--- src/rtl/hazard_unit_mc_pkg.sv ---
// Shared encodings for the multi-cycle hazard unit: forward selects,
// default load writeback encoding and the MDU sequencer states.
package hazard_pkg;

    localparam logic [1:0] FWD_RF     = 2'b00;
    localparam logic [1:0] FWD_W      = 2'b01;
    localparam logic [1:0] FWD_M      = 2'b10;
    localparam logic [1:0] WB_MEM_DEF = 2'b00;

    typedef enum logic [1:0] {
        IDLE = 2'b00,
        BUSY = 2'b01,
        DONE = 2'b10
    } mdu_state_t;

endpackage

--- src/rtl/hazard_unit_mc_if.sv ---
// Datapath <-> hazard unit bundle: register addresses and stage controls in,
// stall/flush/forward selects and performance counters out.
interface hazard_unit_mc_if #(
    parameter int REG_AW = 5,
    parameter int CNT_W  = 32
);
    logic [REG_AW-1:0] rs1D, rs2D, rs1E, rs2E, rdE, rdM, rdW;
    logic              rs1_usedD, rs2_usedD;
    logic              regwriteE, regwriteM, regwriteW;
    logic [1:0]        wbselE;
    logic              pcselE, mdu_startE, mdu_doneE;
    logic              stallF, stallD, stallE;
    logic              flushD, flushE, flushM;
    logic [1:0]        forwardAE, forwardBE;
    logic              mdu_busy;
    logic [CNT_W-1:0]  perf_stall_cnt, perf_flush_cnt;

    modport master (
        output rs1D, rs2D, rs1_usedD, rs2_usedD, rs1E, rs2E, rdE, rdM, rdW,
               regwriteE, regwriteM, regwriteW, wbselE, pcselE, mdu_startE, mdu_doneE,
        input  stallF, stallD, stallE, flushD, flushE, flushM,
               forwardAE, forwardBE, mdu_busy, perf_stall_cnt, perf_flush_cnt
    );

    modport slave (
        input  rs1D, rs2D, rs1_usedD, rs2_usedD, rs1E, rs2E, rdE, rdM, rdW,
               regwriteE, regwriteM, regwriteW, wbselE, pcselE, mdu_startE, mdu_doneE,
        output stallF, stallD, stallE, flushD, flushE, flushM,
               forwardAE, forwardBE, mdu_busy, perf_stall_cnt, perf_flush_cnt
    );
endinterface

--- src/rtl/hazard_unit_mc_mdu_fsm.sv ---
// MDU sequencer: holds the E stage while a mul/div op is in flight, finishing
// after a fixed cycle count or on the unit's done strobe.
module hazard_mdu_fsm
    import hazard_pkg::*;
#(
    parameter int MDU_VAR = 0,
    parameter int MDU_LAT = 4
) (
    input  logic clk,
    input  logic rst,
    input  logic mdu_start_i,
    input  logic mdu_done_i,
    output logic mdustall_o,
    output logic mdu_busy_o,
    output logic mdu_idle_o
);
    localparam int CW = (MDU_LAT > 1) ? $clog2(MDU_LAT) : 1;

    mdu_state_t    state_q, state_d;
    logic [CW-1:0] cnt_q, cnt_d;
    logic          complete_s;
    logic          mdustall_s;

    assign complete_s = (MDU_VAR == 0) ? (cnt_q == CW'(MDU_LAT - 1)) : mdu_done_i;

    // State and busy-cycle counter registers
    always_ff @(posedge clk) begin
        if (rst) begin
            state_q <= IDLE;
            cnt_q   <= '0;
        end else begin
            state_q <= state_d;
            cnt_q   <= cnt_d;
        end
    end

    // Next state; DONE ignores mdu_startE because that op is still leaving E
    always_comb begin
        state_d    = state_q;
        cnt_d      = cnt_q;
        mdustall_s = 1'b0;
        case (state_q)
            IDLE: begin
                if (mdu_start_i) begin
                    state_d    = BUSY;
                    cnt_d      = '0;
                    mdustall_s = 1'b1;
                end else begin
                    state_d = IDLE;
                end
            end
            BUSY: begin
                mdustall_s = 1'b1;
                if (complete_s) begin
                    state_d = DONE;
                end else begin
                    cnt_d = cnt_q + CW'(1);
                end
            end
            DONE: state_d = IDLE;
            default: begin
                state_d = IDLE;
                cnt_d   = '0;
            end
        endcase
    end

    assign mdustall_o = mdustall_s;
    assign mdu_busy_o = (state_q != IDLE);
    assign mdu_idle_o = (state_q == IDLE);
endmodule

--- src/rtl/hazard_unit_mc.sv ---
// Hazard unit for the 5-stage pipeline: M/W forwarding, load-use / RAW interlock,
// branch flush, MDU hold of the E stage and saturating stall/flush counters.
module hazard_unit_mc
    import hazard_pkg::*;
#(
    parameter int         REG_AW  = 5,
    parameter int         FWD_EN  = 1,
    parameter int         MDU_VAR = 0,
    parameter int         MDU_LAT = 4,
    parameter logic [1:0] WB_MEM  = WB_MEM_DEF,
    parameter int         CNT_W   = 32
) (
    input logic             clk,
    input logic             rst,
    hazard_unit_mc_if.slave hz
);
    logic mdustall_s, mdu_busy_s, mdu_idle_s;
    logic use_e_s, use_m_s, lwstall_s, rawstall_s, pcsel_eff_s, dstall_s;
    logic [1:0] fwd_a_s, fwd_b_s;
    logic stall_f_s, stall_d_s, stall_e_s, flush_d_s, flush_e_s, flush_m_s;
    logic [CNT_W-1:0] stall_cnt_q, flush_cnt_q;

    hazard_mdu_fsm #(.MDU_VAR(MDU_VAR), .MDU_LAT(MDU_LAT)) u_mdu (
        .clk         (clk),
        .rst         (rst),
        .mdu_start_i (hz.mdu_startE),
        .mdu_done_i  (hz.mdu_doneE),
        .mdustall_o  (mdustall_s),
        .mdu_busy_o  (mdu_busy_s),
        .mdu_idle_o  (mdu_idle_s)
    );

    function automatic logic uses_reg(input logic [REG_AW-1:0] x, input logic [REG_AW-1:0] r1,
                                      input logic [REG_AW-1:0] r2, input logic u1, input logic u2);
        return (x != '0) && ((u1 && (r1 == x)) || (u2 && (r2 == x)));
    endfunction

    function automatic logic [1:0] fwd_sel(input logic [REG_AW-1:0] rs, input logic [REG_AW-1:0] rd_m,
                                           input logic [REG_AW-1:0] rd_w, input logic we_m, input logic we_w);
        logic [1:0] sel;
        if (we_m && (rd_m != '0) && (rs == rd_m)) begin
            sel = FWD_M;
        end else if (we_w && (rd_w != '0) && (rs == rd_w)) begin
            sel = FWD_W;
        end else begin
            sel = FWD_RF;
        end
        return sel;
    endfunction

    // Hazard detection; without forwarding, any pending E/M write is a RAW stall
    always_comb begin
        use_e_s   = uses_reg(hz.rdE, hz.rs1D, hz.rs2D, hz.rs1_usedD, hz.rs2_usedD);
        use_m_s   = uses_reg(hz.rdM, hz.rs1D, hz.rs2D, hz.rs1_usedD, hz.rs2_usedD);
        lwstall_s = hz.regwriteE && (hz.wbselE == WB_MEM) && use_e_s;
        if (FWD_EN != 0) begin
            fwd_a_s    = fwd_sel(hz.rs1E, hz.rdM, hz.rdW, hz.regwriteM, hz.regwriteW);
            fwd_b_s    = fwd_sel(hz.rs2E, hz.rdM, hz.rdW, hz.regwriteM, hz.regwriteW);
            rawstall_s = 1'b0;
        end else begin
            fwd_a_s    = FWD_RF;
            fwd_b_s    = FWD_RF;
            rawstall_s = (hz.regwriteE && use_e_s) || (hz.regwriteM && use_m_s);
        end
    end

    assign pcsel_eff_s = hz.pcselE && mdu_idle_s && !hz.mdu_startE;
    assign dstall_s    = (lwstall_s || rawstall_s) && !pcsel_eff_s;

    // Stall/flush priority: MDU hold, then branch redirect, then data interlock
    always_comb begin
        stall_f_s = 1'b0;
        stall_d_s = 1'b0;
        stall_e_s = 1'b0;
        flush_d_s = 1'b0;
        flush_e_s = 1'b0;
        flush_m_s = 1'b0;
        if (mdustall_s) begin
            stall_f_s = 1'b1;
            stall_d_s = 1'b1;
            stall_e_s = 1'b1;
            flush_m_s = 1'b1;
        end else if (pcsel_eff_s) begin
            flush_d_s = 1'b1;
            flush_e_s = 1'b1;
        end else if (dstall_s) begin
            stall_f_s = 1'b1;
            stall_d_s = 1'b1;
            flush_e_s = 1'b1;
        end else begin
            stall_f_s = 1'b0;
        end
    end

    // Saturating performance counters
    always_ff @(posedge clk) begin
        if (rst) begin
            stall_cnt_q <= '0;
            flush_cnt_q <= '0;
        end else begin
            if (stall_f_s && (stall_cnt_q != '1)) begin
                stall_cnt_q <= stall_cnt_q + CNT_W'(1);
            end
            if (pcsel_eff_s && (flush_cnt_q != '1)) begin
                flush_cnt_q <= flush_cnt_q + CNT_W'(1);
            end
        end
    end

    assign hz.stallF         = stall_f_s;
    assign hz.stallD         = stall_d_s;
    assign hz.stallE         = stall_e_s;
    assign hz.flushD         = flush_d_s;
    assign hz.flushE         = flush_e_s;
    assign hz.flushM         = flush_m_s;
    assign hz.forwardAE      = fwd_a_s;
    assign hz.forwardBE      = fwd_b_s;
    assign hz.mdu_busy       = mdu_busy_s;
    assign hz.perf_stall_cnt = stall_cnt_q;
    assign hz.perf_flush_cnt = flush_cnt_q;
endmodule

--- src/flat_wrapper.sv ---
// flat-port wrapper written by rule: the top's interface ports become plain ports
module hazard_unit_mc_flat import hazard_pkg::*;
#(
    parameter int         REG_AW  = 5,
    parameter int         FWD_EN  = 1,
    parameter int         MDU_VAR = 0,
    parameter int         MDU_LAT = 4,
    parameter logic [1:0] WB_MEM  = WB_MEM_DEF,
    parameter int         CNT_W   = 32
)
  (clk, rst, hz_rs1D, hz_rs2D, hz_rs1_usedD, hz_rs2_usedD, hz_rs1E, hz_rs2E, hz_rdE, hz_rdM, hz_rdW, hz_regwriteE, hz_regwriteM, hz_regwriteW, hz_wbselE, hz_pcselE, hz_mdu_startE, hz_mdu_doneE, hz_stallF, hz_stallD, hz_stallE, hz_flushD, hz_flushE, hz_flushM, hz_forwardAE, hz_forwardBE, hz_mdu_busy, hz_perf_stall_cnt, hz_perf_flush_cnt);
  hazard_unit_mc_if #(.REG_AW(REG_AW), .CNT_W(CNT_W)) hz_i ();
  input logic clk;
  input logic rst;
  input wire logic [$bits(hz_i.rs1D)-1:0] hz_rs1D;
  input wire logic [$bits(hz_i.rs2D)-1:0] hz_rs2D;
  input wire logic [$bits(hz_i.rs1_usedD)-1:0] hz_rs1_usedD;
  input wire logic [$bits(hz_i.rs2_usedD)-1:0] hz_rs2_usedD;
  input wire logic [$bits(hz_i.rs1E)-1:0] hz_rs1E;
  input wire logic [$bits(hz_i.rs2E)-1:0] hz_rs2E;
  input wire logic [$bits(hz_i.rdE)-1:0] hz_rdE;
  input wire logic [$bits(hz_i.rdM)-1:0] hz_rdM;
  input wire logic [$bits(hz_i.rdW)-1:0] hz_rdW;
  input wire logic [$bits(hz_i.regwriteE)-1:0] hz_regwriteE;
  input wire logic [$bits(hz_i.regwriteM)-1:0] hz_regwriteM;
  input wire logic [$bits(hz_i.regwriteW)-1:0] hz_regwriteW;
  input wire logic [$bits(hz_i.wbselE)-1:0] hz_wbselE;
  input wire logic [$bits(hz_i.pcselE)-1:0] hz_pcselE;
  input wire logic [$bits(hz_i.mdu_startE)-1:0] hz_mdu_startE;
  input wire logic [$bits(hz_i.mdu_doneE)-1:0] hz_mdu_doneE;
  output wire logic [$bits(hz_i.stallF)-1:0] hz_stallF;
  output wire logic [$bits(hz_i.stallD)-1:0] hz_stallD;
  output wire logic [$bits(hz_i.stallE)-1:0] hz_stallE;
  output wire logic [$bits(hz_i.flushD)-1:0] hz_flushD;
  output wire logic [$bits(hz_i.flushE)-1:0] hz_flushE;
  output wire logic [$bits(hz_i.flushM)-1:0] hz_flushM;
  output wire logic [$bits(hz_i.forwardAE)-1:0] hz_forwardAE;
  output wire logic [$bits(hz_i.forwardBE)-1:0] hz_forwardBE;
  output wire logic [$bits(hz_i.mdu_busy)-1:0] hz_mdu_busy;
  output wire logic [$bits(hz_i.perf_stall_cnt)-1:0] hz_perf_stall_cnt;
  output wire logic [$bits(hz_i.perf_flush_cnt)-1:0] hz_perf_flush_cnt;
  assign hz_i.rs1D = hz_rs1D;
  assign hz_i.rs2D = hz_rs2D;
  assign hz_i.rs1_usedD = hz_rs1_usedD;
  assign hz_i.rs2_usedD = hz_rs2_usedD;
  assign hz_i.rs1E = hz_rs1E;
  assign hz_i.rs2E = hz_rs2E;
  assign hz_i.rdE = hz_rdE;
  assign hz_i.rdM = hz_rdM;
  assign hz_i.rdW = hz_rdW;
  assign hz_i.regwriteE = hz_regwriteE;
  assign hz_i.regwriteM = hz_regwriteM;
  assign hz_i.regwriteW = hz_regwriteW;
  assign hz_i.wbselE = hz_wbselE;
  assign hz_i.pcselE = hz_pcselE;
  assign hz_i.mdu_startE = hz_mdu_startE;
  assign hz_i.mdu_doneE = hz_mdu_doneE;
  assign hz_stallF = hz_i.stallF;
  assign hz_stallD = hz_i.stallD;
  assign hz_stallE = hz_i.stallE;
  assign hz_flushD = hz_i.flushD;
  assign hz_flushE = hz_i.flushE;
  assign hz_flushM = hz_i.flushM;
  assign hz_forwardAE = hz_i.forwardAE;
  assign hz_forwardBE = hz_i.forwardBE;
  assign hz_mdu_busy = hz_i.mdu_busy;
  assign hz_perf_stall_cnt = hz_i.perf_stall_cnt;
  assign hz_perf_flush_cnt = hz_i.perf_flush_cnt;
  hazard_unit_mc #(.REG_AW(REG_AW), .FWD_EN(FWD_EN), .MDU_VAR(MDU_VAR), .MDU_LAT(MDU_LAT), .WB_MEM(WB_MEM), .CNT_W(CNT_W)) u_core (.clk(clk), .rst(rst), .hz(hz_i));
endmodule
--- config.mk ---
export PLATFORM = sky130hd
export DESIGN_NAME = hazard_unit_mc_flat
export DESIGN_NICKNAME = d
export VERILOG_FILES = /design/src/rtl/hazard_unit_mc_pkg.sv /design/src/rtl/hazard_unit_mc_if.sv /design/src/rtl/hazard_unit_mc_mdu_fsm.sv /design/src/rtl/hazard_unit_mc.sv /design/src/flat_wrapper.sv
export SDC_FILE = /design/constraint.sdc
export NUM_CORES = 1
export LEC_CHECK = 0
export ABC_AREA = 1
export CAP_MARGIN = 20
export CORE_UTILIZATION = 54
export DETAILED_ROUTE_END_ITERATION = 10
export MAX_ROUTING_LAYER = met4
export PLACE_DENSITY = 0.86
export SYNTH_ARGS = -nofsm -noshare
export SYNTH_HDL_FRONTEND = slang
export SYNTH_SLANG_ARGS = --single-unit
export TNS_END_PERCENT = 1
--- constraint.sdc ---
create_clock -name clk -period 4.05 [get_ports clk]
set_input_delay 1.215 -clock clk [delete_from_list [all_inputs] [get_ports clk]]
set_output_delay 1.215 -clock clk [all_outputs]
set_load 0.02 [all_outputs]
Word level (Yosys, flattened, before mapping)

Cells that the tools add are included.

Bits of input ports: 47
Bits in latches: 0
Logic and storage cells: 68
Output and inout bits: 75
Bits in read-only memories: 0
Flip-flop bits (word level): 68
Memories kept: 0
Bits in writable memories: 0

Reduce and logical (&&, ||, !) cells: 26
Multiplexer cells: 20
Add/subtract/negate cells: 3
Div/mod/pow operators: 0
Order comparisons: 0
Bitwise logic cells: 1
Equal/unequal tests: 14
Shift operators: 0
Multiply operators: 0

Operators with widths:

| operator                                      | count |
|---|---|
| adder 32 x 1 -> 32 bit, second input constant | 2 |
| != test 32 bit, second input constant         | 2 |
| == test 5 bit                                 | 6 |
| logical AND 1 bit                             | 16 |
| nonzero test 5 bit                            | 3 |
| two-way mux 1 bit                             | 12 |
| two-way mux 2 bit                             | 5 |
| != test 2 bit, second input constant          | 3 |
| one-hot mux 2 bit (3 select lines)            | 1 |
| == test 2 bit, second input constant          | 2 |
| zero test 2 bit                               | 2 |
| one-hot mux 2 bit (2 select lines)            | 1 |
| AND reduction 3 bit                           | 1 |
| adder 2 x 1 -> 2 bit, second input constant   | 1 |
| == test 2 x 1 -> 1 bit, second input constant | 1 |
| zero test 1 bit                               | 2 |
| one-hot mux 1 bit (2 select lines)            | 1 |
| nonzero test 2 bit                            | 1 |
| logical OR 1 bit                              | 1 |
| NOT 1 bit                                     | 1 |

Logic depth before layout (Yosys ltp)

Word-level depth: 10
Depth in mapped cells: 13
Mapped depth without buffers: 13

Hierarchy

A second synthesis with hierarchy kept.

Cells, all modules: 793
Area total of the unflattened synthesis: 4777.1 um^2

Modules (own cells, without submodules):

| module         | seq. area each (um^2) | cells each | times used | area an instance (um^2) |
|---|---|---|---|---|
| hazard_unit_mc | 1281.2                | 763        | 1          | 4568.1 |
| hazard_mdu_fsm | 80.1                  | 30         | 1          | 209.0 |

Least setup slack after synthesis

No wires, ideal clock.

Kind: input -> output
From: input port hz_mdu_startE
To: output port hz_stallF
Stages on the path: 7
Required time: 2.835 ns
Arrival: 2.583 ns
Slack: 0.252 ns
Path through: inv_1 a21oi_1 inv_1 nand2_2 buf_4 buf_2 buf_4

Longest elaborated chain between the ends: 7
Elaborated cells on any way between the ends: 9

Ends and longest elaborated chain:

| element                         | RTL line             | text |
|---|---|---|
| start, declared                 | flat_wrapper.sv:29   | `input wire logic [$bits(hz_i.mdu_startE)-1:0] hz_mdu_startE;` |
| zero test 1 bit                 | hazard_unit_mc.sv:67 | `assign pcsel_eff_s = hz.pcselE && mdu_idle_s && !hz.mdu_startE;` |
| logical AND 1 bit               | hazard_unit_mc.sv:67 |  |
| zero test 1 bit                 | hazard_unit_mc.sv:68 | `assign dstall_s = (lwstall_s \|\| rawstall_s) && !pcsel_eff_s;` |
| logical AND 1 bit               | hazard_unit_mc.sv:68 |  |
| two-way mux 1 bit (2 in series) | --                   |  |
| two-way mux 1 bit (*)           | --                   |  |
| end, declared                   | flat_wrapper.sv:31   | `output wire logic [$bits(hz_i.stallF)-1:0] hz_stallF;` |

Mark *: on every way between the ends. The rest lies on a longest branch, timed or not.

Worst setup path in the final report

From: input port hz_rdM[1]
To: output port hz_forwardAE[0]

Longest elaborated chain between the ends: 4
Elaborated cells on any way between the ends: 5

Ends and longest elaborated chain:

| element               | RTL line             | text |
|---|---|---|
| start, declared       | flat_wrapper.sv:22   | `input wire logic [$bits(hz_i.rdM)-1:0] hz_rdM;` |
| nonzero test 5 bit    | --                   |  |
| logical AND 1 bit     | hazard_unit_mc.sv:41 | `if (we_m && (rd_m != '0) && (rs == rd_m)) begin` |
| logical AND 1 bit (*) | hazard_unit_mc.sv:41 |  |
| two-way mux 2 bit (*) | hazard_unit_mc.sv:41 |  |
| end, declared         | flat_wrapper.sv:37   | `output wire logic [$bits(hz_i.forwardAE)-1:0] hz_forwardAE;` |

Marks and branches as above.

==> metrics.yaml <==
run_status:
  status: "completed"
global_routing:
  grt_pass1_vias: 5474
  grt_start_max_net_pins: 37
  grt_pass1_wl_um: 24300
  grt_usage: 0.318
  grt_overflow: 0
  antenna_found_initial: 0
clock_network:
  cts_root_buf: "clkbuf_8"
  cts_inserted_buffers: 9
  cts_tree: "done"
  clock_latency_ns: 0.34
  h-tree-depth: 3
  post_cts_buffers: 0
  path_clk_slew_ns: 0.07
  hold_buffers: 0
  clk_path_buf_depth: 2
  clock_sinks: 68
timing:
  slew_headroom: 0.650
  worstMarginPinSlew_ns: 0.524
  fin_crit_ns: 4.02
  min_period_over_period: 0.994
  hold_violations: 0
  rsz0062_at_grt: "true"
  setup_ws_ns: 0.0252
  setup_viol: 0
  max_clock_freq_mhz: 248
  slew_violations: 0
  skew_ns: 0.00841
worst_hold_path:
  holdPathEnd: "u_core.u_mdu.cnt_q[1]"
  hold_class: "register to register"
  hp-start: "u_core.u_mdu.cnt_q[1]"
  whs_path_depth: 2
synth:
  synth_ff_type: "dfxtp_1"
  synth_mux_area_frac: 0
  yosys.area_share.simple: 0.447
  yosys.area_share.adder: 0.00767
  seq_area_frac_synth: 0.278
  yosysTopAreaCell: "dfxtp_1"
  synth.top_cell.area_share: 0.278
  ys_async_sr_fraction: 0
  avgSynthCellArea_um2: 6.04
  synth_enable_flop_cells: 0
  syn_area_um2: 4890
  synth.most_common_cell: "nand2_1"
  yosysUniqueCellTypes: 35
  synth_area_leaders: "dfxtp_1 28%, nand2_1 20%, nor2_1 10%"
  synth_warnings: 0
  synth-compound-area-share: 0.0624
  ys_ff_latch: 68
  synth_xor_xnor_area_share: 0.107
  syn_inst: 810
  synthTopCellsByCount: "264 x nand2_1, 136 x nor2_1, 76 x inv_1"
  synth_top_family_by_area: "simple AND/OR/NAND/NOR gates"
  syn-num-nets: 860
routing:
  routed-via-count: 5604
  first_pass_iters: 5
  remaining_drc_errors: 0
  wl_um: 14300
  wire_per_inst_um: 13.7
  ant_nets: 0
  drt_iter0_markers: 230
  vias_per_cell: 5.38
setup_path:
  cp.arrival_ns: 2.81
  critPathRequiredTime_ns: 2.83
  cp_max_fo: 2
  r2r_slack_ns: 1.82
  r2r_end: "u_core.hz.perf_flush_cnt[2]"
  crit_path_start: "hz_rdM[1]"
  r2r-start: "u_core.hz.perf_flush_cnt[0]"
  ff2ff_path_depth: 11
  crit_family: "buffers and inverters"
  slowest_delay_ns: 0.41
  start_kind: "primary input"
  cp-end-kind: "output pin"
  cpMaxStageDelayCell: "clkdlybuf4s50_1"
  path_class: "primary input to output pin"
  crit_path_cell_trace: "clkdlybuf4s50_1 > or2_2 > o41ai_2 > nor4_2 > nor2_1 > dlygate4sd2_1"
  cp_num_buf_inv: 2
cells_and_area:
  synthToLayoutAreaGrowth_pct: 29.4
  antenna_cells: 0
  nNetsFinal: 980
  stdcell_count: 1041
  drive_gt1_frac: 0.0643
pwr:
  p_int_uw: 1090
  switching_share: 0.305
  ir_drop_mv: 0.201
  pwr-share-comb: 0.224
  p_per_area_nw_per_um2: 248
  clock_power_share: 0.306
  power.leakage_uw: 0.00250
  netSwitchingPower_uw: 480
  seqPwrFrac: 0.470
floorplan:
  start_util: 0.558
  dieArea_um2: 9440
  die_h_um: 97.2
  design.core.area_um2: 8760
  die_x_um: 97.2
  fp-row-count: 34
  ios: 122
place:
  dpl.cell_count: 1027
  finalWeightedCongestion: 0.980
  dp_hpwl_um: 10800
  io_buffers: 120
  place_ws_ns: -0.318
flow_run:
  maxCapViolations: 0
==> stage by stage <==
| stage | cell area, um2 | TNS, ns | hold slack [ns] | utilization | total power (uW) |
|---|---|---|---|---|---|
| after floorplan | 4890 | 0 | 0.447 | - | 943 |
| after global placement | 6160 | -1.31 | 0.454 | 0.703 | 1090 |
| after detailed placement | 6160 | -1.76 | 0.475 | 0.703 | 1100 |
| after CTS | 6320 | 0 | 0.486 | 0.721 | 1570 |
| after global routing | 6330 | -0.118 | 0.516 | 0.722 | 1640 |
| final | 6330 | 0 | 0.483 | 0.722 | 1570 |
==> routing by layer <==
metal  up-vias  global-route usage  part of all wire
li1       2771                   -                 -
met1      2594               0.354              0.41
met2       187               0.567              0.50
met3        52              0.0460             0.048
met4         0               0.130             0.034
met5         -                   -                 0
==> what timing repair did <==
action	CTS	global route
pin swaps	0	0
resized for setup	9	8
endpoints found under the setup margin	7	6
==> power groups by stage <==
stage	registers [uW]	clock network (uW)	logic (uW)
6_report	738	480	353
4_1_cts	737	487	350
5_1_grt	743	515	386
3_5_place_dp	752	0	350
3_3_place_gp	749	0	336
2_1_floorplan	774	0	169
==> worst max path at each step <==
| stage | endpoint | cells after the start |
|---|---|---|
| 3_3_place_gp | hz_forwardAE[0] | 6 |
| 4_1_cts | hz_forwardBE[0] | 7 |
| 6_report | hz_forwardAE[0] | 6 |
| 2_1_floorplan | hz_stallF | 7 |
| 5_1_grt | hz_forwardAE[0] | 6 |
| 3_5_place_dp | hz_forwardBE[0] | 6 |
==> worst register-to-register path, stage by stage, from the launching register on <==
cell and delay, ns:
dfxtp_1 0.44, ha_1 0.21, inv_1 0.08, nor2_1 0.26, nand2_2 0.17, nor2_2 0.17, nand2_1 0.11, nand2_2 0.08
buf_4 0.31, nor2_1 0.09, o21ai_0 0.16, nor2_1 0.05
==> registers in the layout, summed over array words and instances, names as in the netlist <==
name and cells:
u_core.hz.perf_stall_cnt 32, u_core.u_mdu.cnt_q 2, u_core.hz.perf_flush_cnt 32, u_core.u_mdu.state_q 2
==> cell type report <==
cell class	count	area, um2
multi-input cells	634	3080
fillers	751	2430
flip-flops and latches	68	1360
repair buffers	133	1280
inverters	84	315
clock buffers	12	145
well taps	108	135
clock inverters	2	12.5
==> cells by family after synthesis <==
| logic type | after synthesis |
|---|---|
| simple gates | 513 |
| xor+xnor | 60 |
| compound gates | 58 |
| flops | 68 |
| buf+inv | 108 |
| fa+ha+maj | 3 |
==> layout by cell type (no fill, tap or decap), types with 3 or more instances in the layout <==
cell and n:
clkbuf_2 3, inv_2 6, nor2_2 7, ha_1 3, dlygate4sd2_1 4, xor2_1 41, dfxtp_1 68, nand2_1 264
nor3_1 22, nor3b_1 3, nand3b_1 9, o21ai_0 8, buf_4 13, nor2_1 136, clkdlybuf4s50_1 113, nand3_1 41
a21oi_1 44, nand2_2 6, inv_1 76, xnor2_1 19, clkbuf_8 10, nand4_1 10
(Power assumes the default switching activity.)
